--- config.mk ---
export PLATFORM = sky130hd
export DESIGN_NAME = whr_ni_tx_flat
export DESIGN_NICKNAME = d
export VERILOG_FILES = /design/src/rtl/whr_ni_tx_if.sv /design/src/rtl/whr_ni_tx.sv /design/src/flat_wrapper.sv
export SDC_FILE = /design/constraint.sdc
export NUM_CORES = 1
export LEC_CHECK = 0
export ABC_AREA = 1
export BUFFER_PORTS_ARGS = -buffer_cell sky130_fd_sc_hd__buf_2
export CORE_UTILIZATION = 45
export DETAILED_ROUTE_END_ITERATION = 7
export PLACE_DENSITY = 0.87
export SETUP_SLACK_MARGIN = 0.05
export SYNTH_ARGS = -nofsm -noshare
export SYNTH_HDL_FRONTEND = slang
export SYNTH_SLANG_ARGS = --single-unit
--- constraint.sdc ---
create_clock -name clk -period 2.6 [get_ports clk]
set_clock_uncertainty 0.05 [all_clocks]
set_input_delay 0.39 -clock clk [delete_from_list [all_inputs] [get_ports clk]]
set_output_delay 0.39 -clock clk [all_outputs]
set_load 0.05 [all_outputs]
--- src/rtl/whr_ni_tx_if.sv ---
// Local-node side of the network-interface transmitter: packet descriptor
// handshake plus the payload data stream handshake.
interface whr_ni_tx_if #(
  parameter int addr_width           = 4,
  parameter int payload_length_width = 2,
  parameter int flit_data_width      = 64
);
  logic                            pkt_valid;
  logic                            pkt_ready;
  logic [addr_width-1:0]           pkt_dest;
  logic [payload_length_width-1:0] pkt_length;
  logic                            data_valid;
  logic                            data_ready;
  logic [flit_data_width-1:0]      data_in;

  // Local node: offers descriptors and payload data.
  modport master (
    output pkt_valid, pkt_dest, pkt_length, data_valid, data_in,
    input  pkt_ready, data_ready
  );

  // Transmitter: accepts descriptors and payload data.
  modport slave (
    input  pkt_valid, pkt_dest, pkt_length, data_valid, data_in,
    output pkt_ready, data_ready
  );
endinterface

--- src/rtl/whr_ni_tx.sv ---
// Wormhole-router network-interface transmitter. Turns a descriptor plus a
// payload stream into explicit-length flits {link_ctrl, valid, head, data}
// and tracks the credits of the downstream router input buffer.
// Head flit data is MSB-aligned: the top addr_width bits carry the
// destination, the next payload_length_width bits the encoded length.
module whr_ni_tx #(
  parameter int buffer_size        = 8,
  parameter int flit_data_width    = 64,
  parameter int addr_width         = 4,
  parameter int max_payload_length = 4,
  parameter int min_payload_length = 1,
  parameter bit enable_link_pm     = 1'b1,
  localparam int payload_length_width = $clog2(max_payload_length - min_payload_length + 1),
  localparam int link_ctrl_width      = enable_link_pm ? 1 : 0,
  localparam int channel_width        = link_ctrl_width + 2 + flit_data_width,
  localparam int credit_width         = $clog2(buffer_size + 1)
) (
  input  logic                     clk,
  input  logic                     reset,
  whr_ni_tx_if.slave               tx_if,
  output logic [channel_width-1:0] channel_out,
  input  logic                     flow_ctrl_in,
  output logic [credit_width-1:0]  credit_count,
  output logic                     error
);

  localparam int rem_width = $clog2(max_payload_length + 1);

  localparam logic [0:0] ST_IDLE = 1'b0;
  localparam logic [0:0] ST_BODY = 1'b1;

  localparam logic [credit_width-1:0] CREDITS_FULL = credit_width'(buffer_size);
  localparam logic [rem_width-1:0]    REM_MIN      = rem_width'(min_payload_length);
  localparam logic [rem_width-1:0]    REM_ONE      = rem_width'(1);

  logic [0:0]                 state_q, state_d;
  logic [credit_width-1:0]    credits_q, credits_d;
  logic [rem_width-1:0]       remaining_q, remaining_d;
  logic                       flit_valid_q, flit_valid_d;
  logic                       flit_head_q, flit_head_d;
  logic [flit_data_width-1:0] flit_data_q, flit_data_d;
  logic                       error_q, error_d;

  logic                       have_credit;
  logic                       pkt_fire;
  logic                       data_fire;
  logic                       sent;
  logic [flit_data_width-1:0] head_data;

  // Ready depends on registered state only, never on the returning credit.
  assign have_credit      = (credits_q != '0);
  assign tx_if.pkt_ready  = (state_q == ST_IDLE) && have_credit;
  assign tx_if.data_ready = (state_q == ST_BODY) && have_credit;

  assign pkt_fire  = tx_if.pkt_valid  && tx_if.pkt_ready;
  assign data_fire = tx_if.data_valid && tx_if.data_ready;
  assign sent      = pkt_fire || data_fire;

  // Build the head flit payload: destination, then length, then zeros.
  always_comb begin
    head_data = '0;
    head_data[flit_data_width-1 -: addr_width] = tx_if.pkt_dest;
    head_data[flit_data_width-addr_width-1 -: payload_length_width] = tx_if.pkt_length;
  end

  // Next-state logic for the packet FSM, flit register and credit counter.
  always_comb begin
    // NOTE: every variable gets a default before any branch, so no path
    // leaves a value unassigned and no latch is inferred.
    state_d      = state_q;
    remaining_d  = remaining_q;
    flit_valid_d = 1'b0;
    flit_head_d  = 1'b0;
    flit_data_d  = '0;
    credits_d    = credits_q;
    error_d      = 1'b0;

    if (pkt_fire) begin
      flit_valid_d = 1'b1;
      flit_head_d  = 1'b1;
      flit_data_d  = head_data;
      remaining_d  = rem_width'(tx_if.pkt_length) + REM_MIN;
      state_d      = (remaining_d != '0) ? ST_BODY : ST_IDLE;
    end else if (data_fire) begin
      flit_valid_d = 1'b1;
      flit_data_d  = tx_if.data_in;
      remaining_d  = remaining_q - REM_ONE;
      if (remaining_q == REM_ONE) begin
        state_d = ST_IDLE;
      end
    end

    // A send and a returned credit in the same cycle cancel out.
    if (sent && !flow_ctrl_in) begin
      credits_d = credits_q - 1'b1;
    end else if (!sent && flow_ctrl_in) begin
      if (credits_q == CREDITS_FULL) begin
        error_d = 1'b1;
      end else begin
        credits_d = credits_q + 1'b1;
      end
    end
  end

  // State, counter and output flit registers.
  always_ff @(posedge clk or negedge reset) begin
    if (!reset) begin
      state_q      <= ST_IDLE;
      credits_q    <= CREDITS_FULL;
      remaining_q  <= '0;
      flit_valid_q <= 1'b0;
      flit_head_q  <= 1'b0;
      flit_data_q  <= '0;
      error_q      <= 1'b0;
    end else begin
      // NOTE: non-blocking assignments so every register samples the
      // pre-edge value of every other register.
      state_q      <= state_d;
      credits_q    <= credits_d;
      remaining_q  <= remaining_d;
      flit_valid_q <= flit_valid_d;
      flit_head_q  <= flit_head_d;
      flit_data_q  <= flit_data_d;
      error_q      <= error_d;
    end
  end

  assign credit_count = credits_q;
  assign error        = error_q;

  if (enable_link_pm) begin : g_link
    logic link_ctrl_q;

    // Keep the link awake while a packet is pending or in flight.
    always_ff @(posedge clk or negedge reset) begin
      if (!reset) begin
        link_ctrl_q <= 1'b0;
      end else begin
        link_ctrl_q <= (state_q == ST_BODY) || tx_if.pkt_valid;
      end
    end

    assign channel_out = {link_ctrl_q, flit_valid_q, flit_head_q, flit_data_q};
  end else begin : g_no_link
    assign channel_out = {flit_valid_q, flit_head_q, flit_data_q};
  end

endmodule
--- src/flat_wrapper.sv ---
// flat-port wrapper written by rule: the top's interface ports become plain ports
module whr_ni_tx_flat 
#(
  parameter int buffer_size        = 8,
  parameter int flit_data_width    = 64,
  parameter int addr_width         = 4,
  parameter int max_payload_length = 4,
  parameter int min_payload_length = 1,
  parameter bit enable_link_pm     = 1'b1,
  localparam int payload_length_width = $clog2(max_payload_length - min_payload_length + 1),
  localparam int link_ctrl_width      = enable_link_pm ? 1 : 0,
  localparam int channel_width        = link_ctrl_width + 2 + flit_data_width,
  localparam int credit_width         = $clog2(buffer_size + 1)
)
  (clk, reset, channel_out, flow_ctrl_in, credit_count, error, tx_if_pkt_valid, tx_if_pkt_dest, tx_if_pkt_length, tx_if_data_valid, tx_if_data_in, tx_if_pkt_ready, tx_if_data_ready);
  whr_ni_tx_if #(.addr_width(addr_width), .flit_data_width(flit_data_width)) tx_if_i ();
  input  logic clk;
  input  logic reset;
  output logic [channel_width-1:0] channel_out;
  input  logic flow_ctrl_in;
  output logic [credit_width-1:0] credit_count;
  output logic error;
  input wire logic [$bits(tx_if_i.pkt_valid)-1:0] tx_if_pkt_valid;
  input wire logic [$bits(tx_if_i.pkt_dest)-1:0] tx_if_pkt_dest;
  input wire logic [$bits(tx_if_i.pkt_length)-1:0] tx_if_pkt_length;
  input wire logic [$bits(tx_if_i.data_valid)-1:0] tx_if_data_valid;
  input wire logic [$bits(tx_if_i.data_in)-1:0] tx_if_data_in;
  output wire logic [$bits(tx_if_i.pkt_ready)-1:0] tx_if_pkt_ready;
  output wire logic [$bits(tx_if_i.data_ready)-1:0] tx_if_data_ready;
  assign tx_if_i.pkt_valid = tx_if_pkt_valid;
  assign tx_if_i.pkt_dest = tx_if_pkt_dest;
  assign tx_if_i.pkt_length = tx_if_pkt_length;
  assign tx_if_i.data_valid = tx_if_data_valid;
  assign tx_if_i.data_in = tx_if_data_in;
  assign tx_if_pkt_ready = tx_if_i.pkt_ready;
  assign tx_if_data_ready = tx_if_i.data_ready;
  whr_ni_tx #(.buffer_size(buffer_size), .flit_data_width(flit_data_width), .addr_width(addr_width), .max_payload_length(max_payload_length), .min_payload_length(min_payload_length), .enable_link_pm(enable_link_pm)) u_core (.clk(clk), .reset(reset), .tx_if(tx_if_i), .channel_out(channel_out), .flow_ctrl_in(flow_ctrl_in), .credit_count(credit_count), .error(error));
endmodule
==> results of run 1 <==
-- layout by cell type, fill, tap and decap left out --
cell and n:
a31oi_2 1, xnor2_1 2, clkinv_2 1, inv_1 72, ha_1 7, nand4_1 2, nor3b_2 1, nand2_1 32
inv_6 1, clkbuf_8 11, dfrtp_1 75, inv_2 2, bufinv_16 1, a21oi_1 1, nand3_4 1, nand3_1 12
clkinvlp_4 2, or2_2 2, xor2_1 2, dfstp_2 1, buf_4 2, o21ai_0 3, nand3_2 2, buf_2 147
nor2_2 1, nand2_2 1, nor2_1 64
-- power by group through the flow --
stage	clock network (mW)	logic, mW	registers (mW)
floorplan	0	0.756	2.49
global placement	0	2.05	1.61
CTS	0.941	2.10	1.60
detailed placement	0	2.10	1.62
global route	0.997	2.24	1.64
finish	0.906	2.08	1.60
-- logic make-up (layout without fill, tap and decap cells) --
kind of cell | Yosys count | after routing
and+or+nand+nor | 118 | 118
buffers and inverters | 84 | 239
adders and majority gates | 7 | 7
xor gates and xnor gates | 4 | 4
DFF | 76 | 76
AOI/OAI and AO/OA | 5 | 5
-- synthesized netlist by cell type (all sizes together) --
master  instances
xor2            2
nand3          15
ha              7
o21ai           3
dfrtp          75
nand4           2
a21oi           1
nor2           65
nand2          33
nor3b           1
or2             2
inv            74
buf            10
dfstp           1
a31oi           1
xnor2           2
-- per-layer routing --
metal / share of wire (%) / global-route usage [%] / vias up
met4: 1.2 / 8.95 / 0
li1: - / - / 1137
met5: 0 / 0 / -
met2: 50 / 31.3 / 94
met1: 41 / 20.2 / 1010
met3: 8.2 / 5.60 / 7
-- how the worst max path moves through the flow --
stage | start | depth (start not counted) | end
3_3_place_gp | u_core.credit_count[1] | 11 | u_core.credit_count[2]
4_1_cts | u_core.credit_count[3] | 3 | tx_if_data_ready
3_5_place_dp | u_core.credit_count[3] | 12 | u_core.credit_count[2]
6_report | u_core.credit_count[3] | 12 | u_core.credit_count[2]
2_1_floorplan | u_core.credit_count[2] | 12 | u_core.credit_count[2]
5_1_grt | u_core.credit_count[1] | 11 | u_core.credit_count[2]
-- through the flow --
step	hold WS, ps	instances	cell area [µm²]	util [%]	setup slack [ps]
after floorplan	44.4	294	2910	-	319
after global placement	426	508	3690	60.5	515
after detailed placement	437	508	3690	60.5	434
after CTS	163	524	3900	64.0	403
after global routing	176	524	3900	64.0	183
final	134	524	3900	64.0	414
-- area by class of cell --
| cell class | instances | area (µm²) | area share, % |
|---|---|---|---|
| clock buffer | 11 | 151 | 3.88 |
| multi-input combinational | 134 | 663 | 17.0 |
| inverter | 74 | 278 | 7.12 |
| timing repair buffer | 149 | 751 | 19.3 |
| tap | 75 | 93.8 | 2.41 |
| sequential | 76 | 1900 | 48.8 |
| clock inverter | 5 | 58.8 | 1.51 |
-- state kept, by name (all words and copies together) (netlist names) --
name / cells
u_core.remaining_q: 3
u_core.credit_count: 4
u_core.state_q: 1
u_core.flit_valid_q: 1
u_core.error: 1
u_core.g_link.link_ctrl_q: 1
u_core.flit_data_q: 64
u_core.flit_head_q: 1
==> flow_summary.yaml, run 1 <==
clock_tree:
  cts.reportedPaths.clkPinSlew_ps: 80
  postCtsHoldBufs: 0
  postCtsSetupBuffers: 0
  cts_buffers: 9
  clock_latency_ps: 330
  cts_buffer_depth: 2
  htreeDepth: 3
  root_buffer: "clkbuf_8"
  cts_resized: 0
  cts_sinks: 76
  cts_tree: "done"
sta:
  rsz0062_at_grt: "false"
  slew_viol_final: 0
  finalCritPeriodShare_pct: 84.1
  tightest_slew_ps: 921
  period_needed_ps: 2190
  maxSlewHeadroom_pct: 38.6
  finalSetupViolations: 0
  fin_tns_setup_ps: 0
  fmax_mhz: 457
  hold_viol: 0
power:
  power_frac_comb_pct: 45.4
  p_total_mw: 4.59
  irDropWorstVdd_uv: 925
  p_per_area_nw_per_um2: 1180
  seq_power_share_pct: 34.9
  swShare_pct: 46.9
  power.leakage_nw: 2.50
  p_clk_share_pct: 19.8
  p_int_mw: 2.44
  p_sw_mw: 2.15
synthesis:
  synthAdderAreaFrac_pct: 3.01
  synthCells: 294
  yosysTopAreaCell: "dfrtp_1"
  synth_warnings: 0
  yosysSeqAreaShare_pct: 65.3
  synth_top_area_share_pct: 64.4
  synth_top_family_by_area: "simple AND/OR/NAND/NOR gates"
  synth.area.top_cells: "dfrtp_1 (64%), inv_1 (9.3%), nor2_1 (8.2%), nand2_1 (4.1%), ha_1 (3.0%)"
  synth_compound_area_share_pct: 1.12
  muxShareOfSynthArea_pct: 0
  syn-num-nets: 376
  syn_avg_cell_area_um2: 9.91
  synth-xor-area-share_pct: 1.20
  synth-simple-area-share_pct: 17.4
  synth_seq_cells: 76
  syn-cell-area_um2: 2910
  yosysUniqueCellTypes: 23
drt:
  vias: 2248
  vias_per_cell: 4.29
  post-route-drc-count: 0
  wl_per_cell_um: 11.4
  drt-total-wl_um: 5990
  ant_nets: 0
  first_pass_iters: 4
  drt_iter0_drc: 81
global_routing:
  grt_pass1_vias: 2036
  antenna_found_initial: 0
  grt_pass1_wl_um: 8910
  grt_max_degree: 77
  grt_overflow: 0
  track_usage_pct: 18.1
worst_setup_path:
  arrival_ps: 2350
  required_ps: 2760
  crit_family: "flip-flops"
  cp_max_fo: 5
  r2r_slack_ps: 410
  ff2ff_path_depth: 12
  worstSetupEndpointType: "flop"
  timing.rr.start: "u_core.credit_count[3]"
  path_cells: "inv_1, nand3_2, nand3_2, nand2_2, ha_1, nand2_1, inv_1, nor2_1, ha_1, a21oi_1, xor2_1, o21ai_0"
  path_class: "reg -> reg"
  max_stage_delay_ps: 570
  cp_slowest_cell: "dfstp_2"
  r2r_end: "u_core.credit_count[2]"
  startpoint_type: "flop"
  path_buf_inv: 2
status:
  status: "finished, final reports clean"
floorplan:
  core-area_um2: 6100
  pin_count: 149
  die_y_um: 82.5
  dieWidth_um: 82.5
  start_util_pct: 47.8
  placementRows: 28
  die_area_um2: 6800
finish:
  drive_gt1_share_pct: 39.4
  num-nets-final: 526
  n_fill_cell: 505
  antenna_cells: 0
  area_growth_pct: 33.8
flow_run:
  drv_cap: 0
placed_design:
  place.gp.congestion: 0.856
  port_buffers: 148
  dp_hpwl_um: 4430
min_path:
  holdCritPathClass: "in -> async"
Power figures use the tool's default switching activity.
==> inputs of run 2 (changes only) <==
Clock period 2.6 ns to 2.05 ns, I/O delays scaled along.
==> run 2 against run 1 <==
Via count grew 4.6%. Register-to-register slack lost 400 ps. Clock-buffer cell count decreased by 1. Core utilization increased by 2.8 points. Highest routed layer unchanged. Sequential power increased by 28%. Cell area increased by 4.3%. Non-clock buffer count grew 13. Sequential share of layout area decreased by 1.8 points.
==> flow_summary.yaml, run 2 (synthesis results as in run 1) <==
sta:
  period_needed_ps: 2030
  fmax_mhz: 492
  maxSlewHeadroom_pct: 61.9
  finalCritPeriodShare_pct: 99.2
  fin_tns_setup_ps: 0
  slew_viol_final: 0
  tightest_slew_ps: 572
  hold_viol: 0
  finalSetupViolations: 0
  rsz0062_at_grt: "true"
  hold_ws_ps: 120
status:
  status: "finished, final reports clean"
global_routing:
  track_usage_pct: 19.6
  grt_max_degree: 60
  grt_pass1_vias: 2296
  grt_pass1_wl_um: 9770
  grt_overflow: 0
  antenna_found_initial: 0
placed_design:
  dp_hpwl_um: 4770
  port_buffers: 148
  place.gp.congestion: 0.840
clock_tree:
  cts_sinks: 76
  clock_latency_ps: 330
  cts.reportedPaths.clkPinSlew_ps: 80
  root_buffer: "clkbuf_8"
  cts_buffer_depth: 2
  cts_tree: "done"
  cts_buffers: 9
  htreeDepth: 3
flow_run:
  drv_cap: 0
floorplan:
  die_area_um2: 6800
  start_util_pct: 47.8
  pin_count: 149
  die_y_um: 82.5
  core-area_um2: 6100
  dieWidth_um: 82.5
  placementRows: 28
drt:
  vias_per_cell: 4.38
  ant_nets: 0
  wl_per_cell_um: 12.0
  drt-total-wl_um: 6460
  vias: 2351
  drt_iter0_drc: 121
  post-route-drc-count: 0
  first_pass_iters: 4
finish:
  mostFrequentLayoutCells: "buf_2 (147), dfrtp_1 (72), inv_1 (69), nor2_1 (62), nand2_1 (30)"
  largest_reg_flops: 64
  num-nets-final: 539
  area_growth_pct: 39.6
  regMostFlops: "u_core.flit_data_q"
  layout_commonest_cell: "buf_2"
  drive_gt1_share_pct: 43.9
  n_fill_cell: 507
  antenna_cells: 0
power:
  p_int_mw: 3.24
  p_per_area_nw_per_um2: 1500
  p_clk_share_pct: 18.5
  swShare_pct: 46.8
  power.leakage_nw: 2.57
  irDropWorstVdd_uv: 1100
  p_sw_mw: 2.85
  seq_power_share_pct: 33.5
  power_frac_comb_pct: 48.0
worst_setup_path:
  arrival_ps: 2200
  startpoint_type: "flop"
  path_class: "reg -> reg"
  cp_max_fo: 4
  worstSetupEndpointType: "flop"
  required_ps: 2210
min_path:
  holdCritPathClass: "in -> reg"
-- run 2: metrics by stage --
| stage | setup WS (ps) | power (mW) | cells | area [µm²] | utilization [%] |
|---|---|---|---|---|---|
| after floorplan | 11.1 | 4.20 | 294 | 2970 | - |
| after global placement | 82.5 | 4.75 | 510 | 3770 | 61.8 |
| after detailed placement | -56.0 | 4.85 | 510 | 3770 | 61.8 |
| after CTS | 57.2 | 6.06 | 533 | 4030 | 66.1 |
| after global routing | -75.2 | 6.45 | 537 | 4070 | 66.7 |
| final | 15.5 | 6.08 | 537 | 4070 | 66.7 |
-- run 2: timing repair --
action / 4_1_cts / 5_1_grt
pin swaps: 5 / 5
buffers inserted: 6 / 4
endpoints found under the setup margin: 4 / 4
hold buffers: 1 / 0
gates resized for setup: 3 / 5
endpoints found under the hold margin: 37 / 0
-- run 2: worst paths after layout --
kind	startpoint	endpoint	slack, ps	depth (start not counted)
min reg2reg	u_core.remaining_q[1]	u_core.remaining_q[1]	450	2
max in group asynchronous	reset	u_core.flit_data_q[30]	950	3
min	tx_if_data_in[25]	u_core.flit_data_q[25]	120	3
max reg2reg	u_core.credit_count[3]	u_core.credit_count[2]	20	12
min in group asynchronous	reset	u_core.flit_data_q[12]	430	2
max	u_core.credit_count[3]	u_core.credit_count[2]	20	12
-- run 2: cell type report --
class | count | area, µm² | share of cell area, %
inverters | 74 | 280 | 6.89
repair buffers | 162 | 863 | 21.2
well taps | 75 | 93.8 | 2.31
multi-input cells | 134 | 719 | 17.7
clock buffers | 10 | 138 | 3.38
clock inverters | 6 | 62.6 | 1.54
flip-flops and latches | 76 | 1910 | 47.0
-- run 2: critical path: stages (launching register included) --
cell and delay [ps]:
dfstp_4 640, inv_4 40, nand3_4 100, nand3_4 100
nand2_4 100, ha_4 160, nand2_2 60, inv_2 60
nor2_2 40, ha_2 170, a21oi_2 120, xor2_1 200
o21ai_1 90
-- run 2: routing by layer --
metal  track usage [%]  up-vias  share of wire, %
met5                 0        -                 0
met4              9.12        0               1.2
met3              4.51       10               6.5
met2              36.7       95                54
met1              20.6     1080                39
li1                  -     1166                 -
-- run 2: power groups by stage --
stage | logic, mW | registers (mW) | clock network, mW
floorplan | 1.02 | 3.18 | 0
global placement | 2.68 | 2.07 | 0
detailed placement | 2.75 | 2.09 | 0
CTS | 2.85 | 2.05 | 1.16
global route | 3.14 | 2.09 | 1.22
finish | 2.92 | 2.04 | 1.12
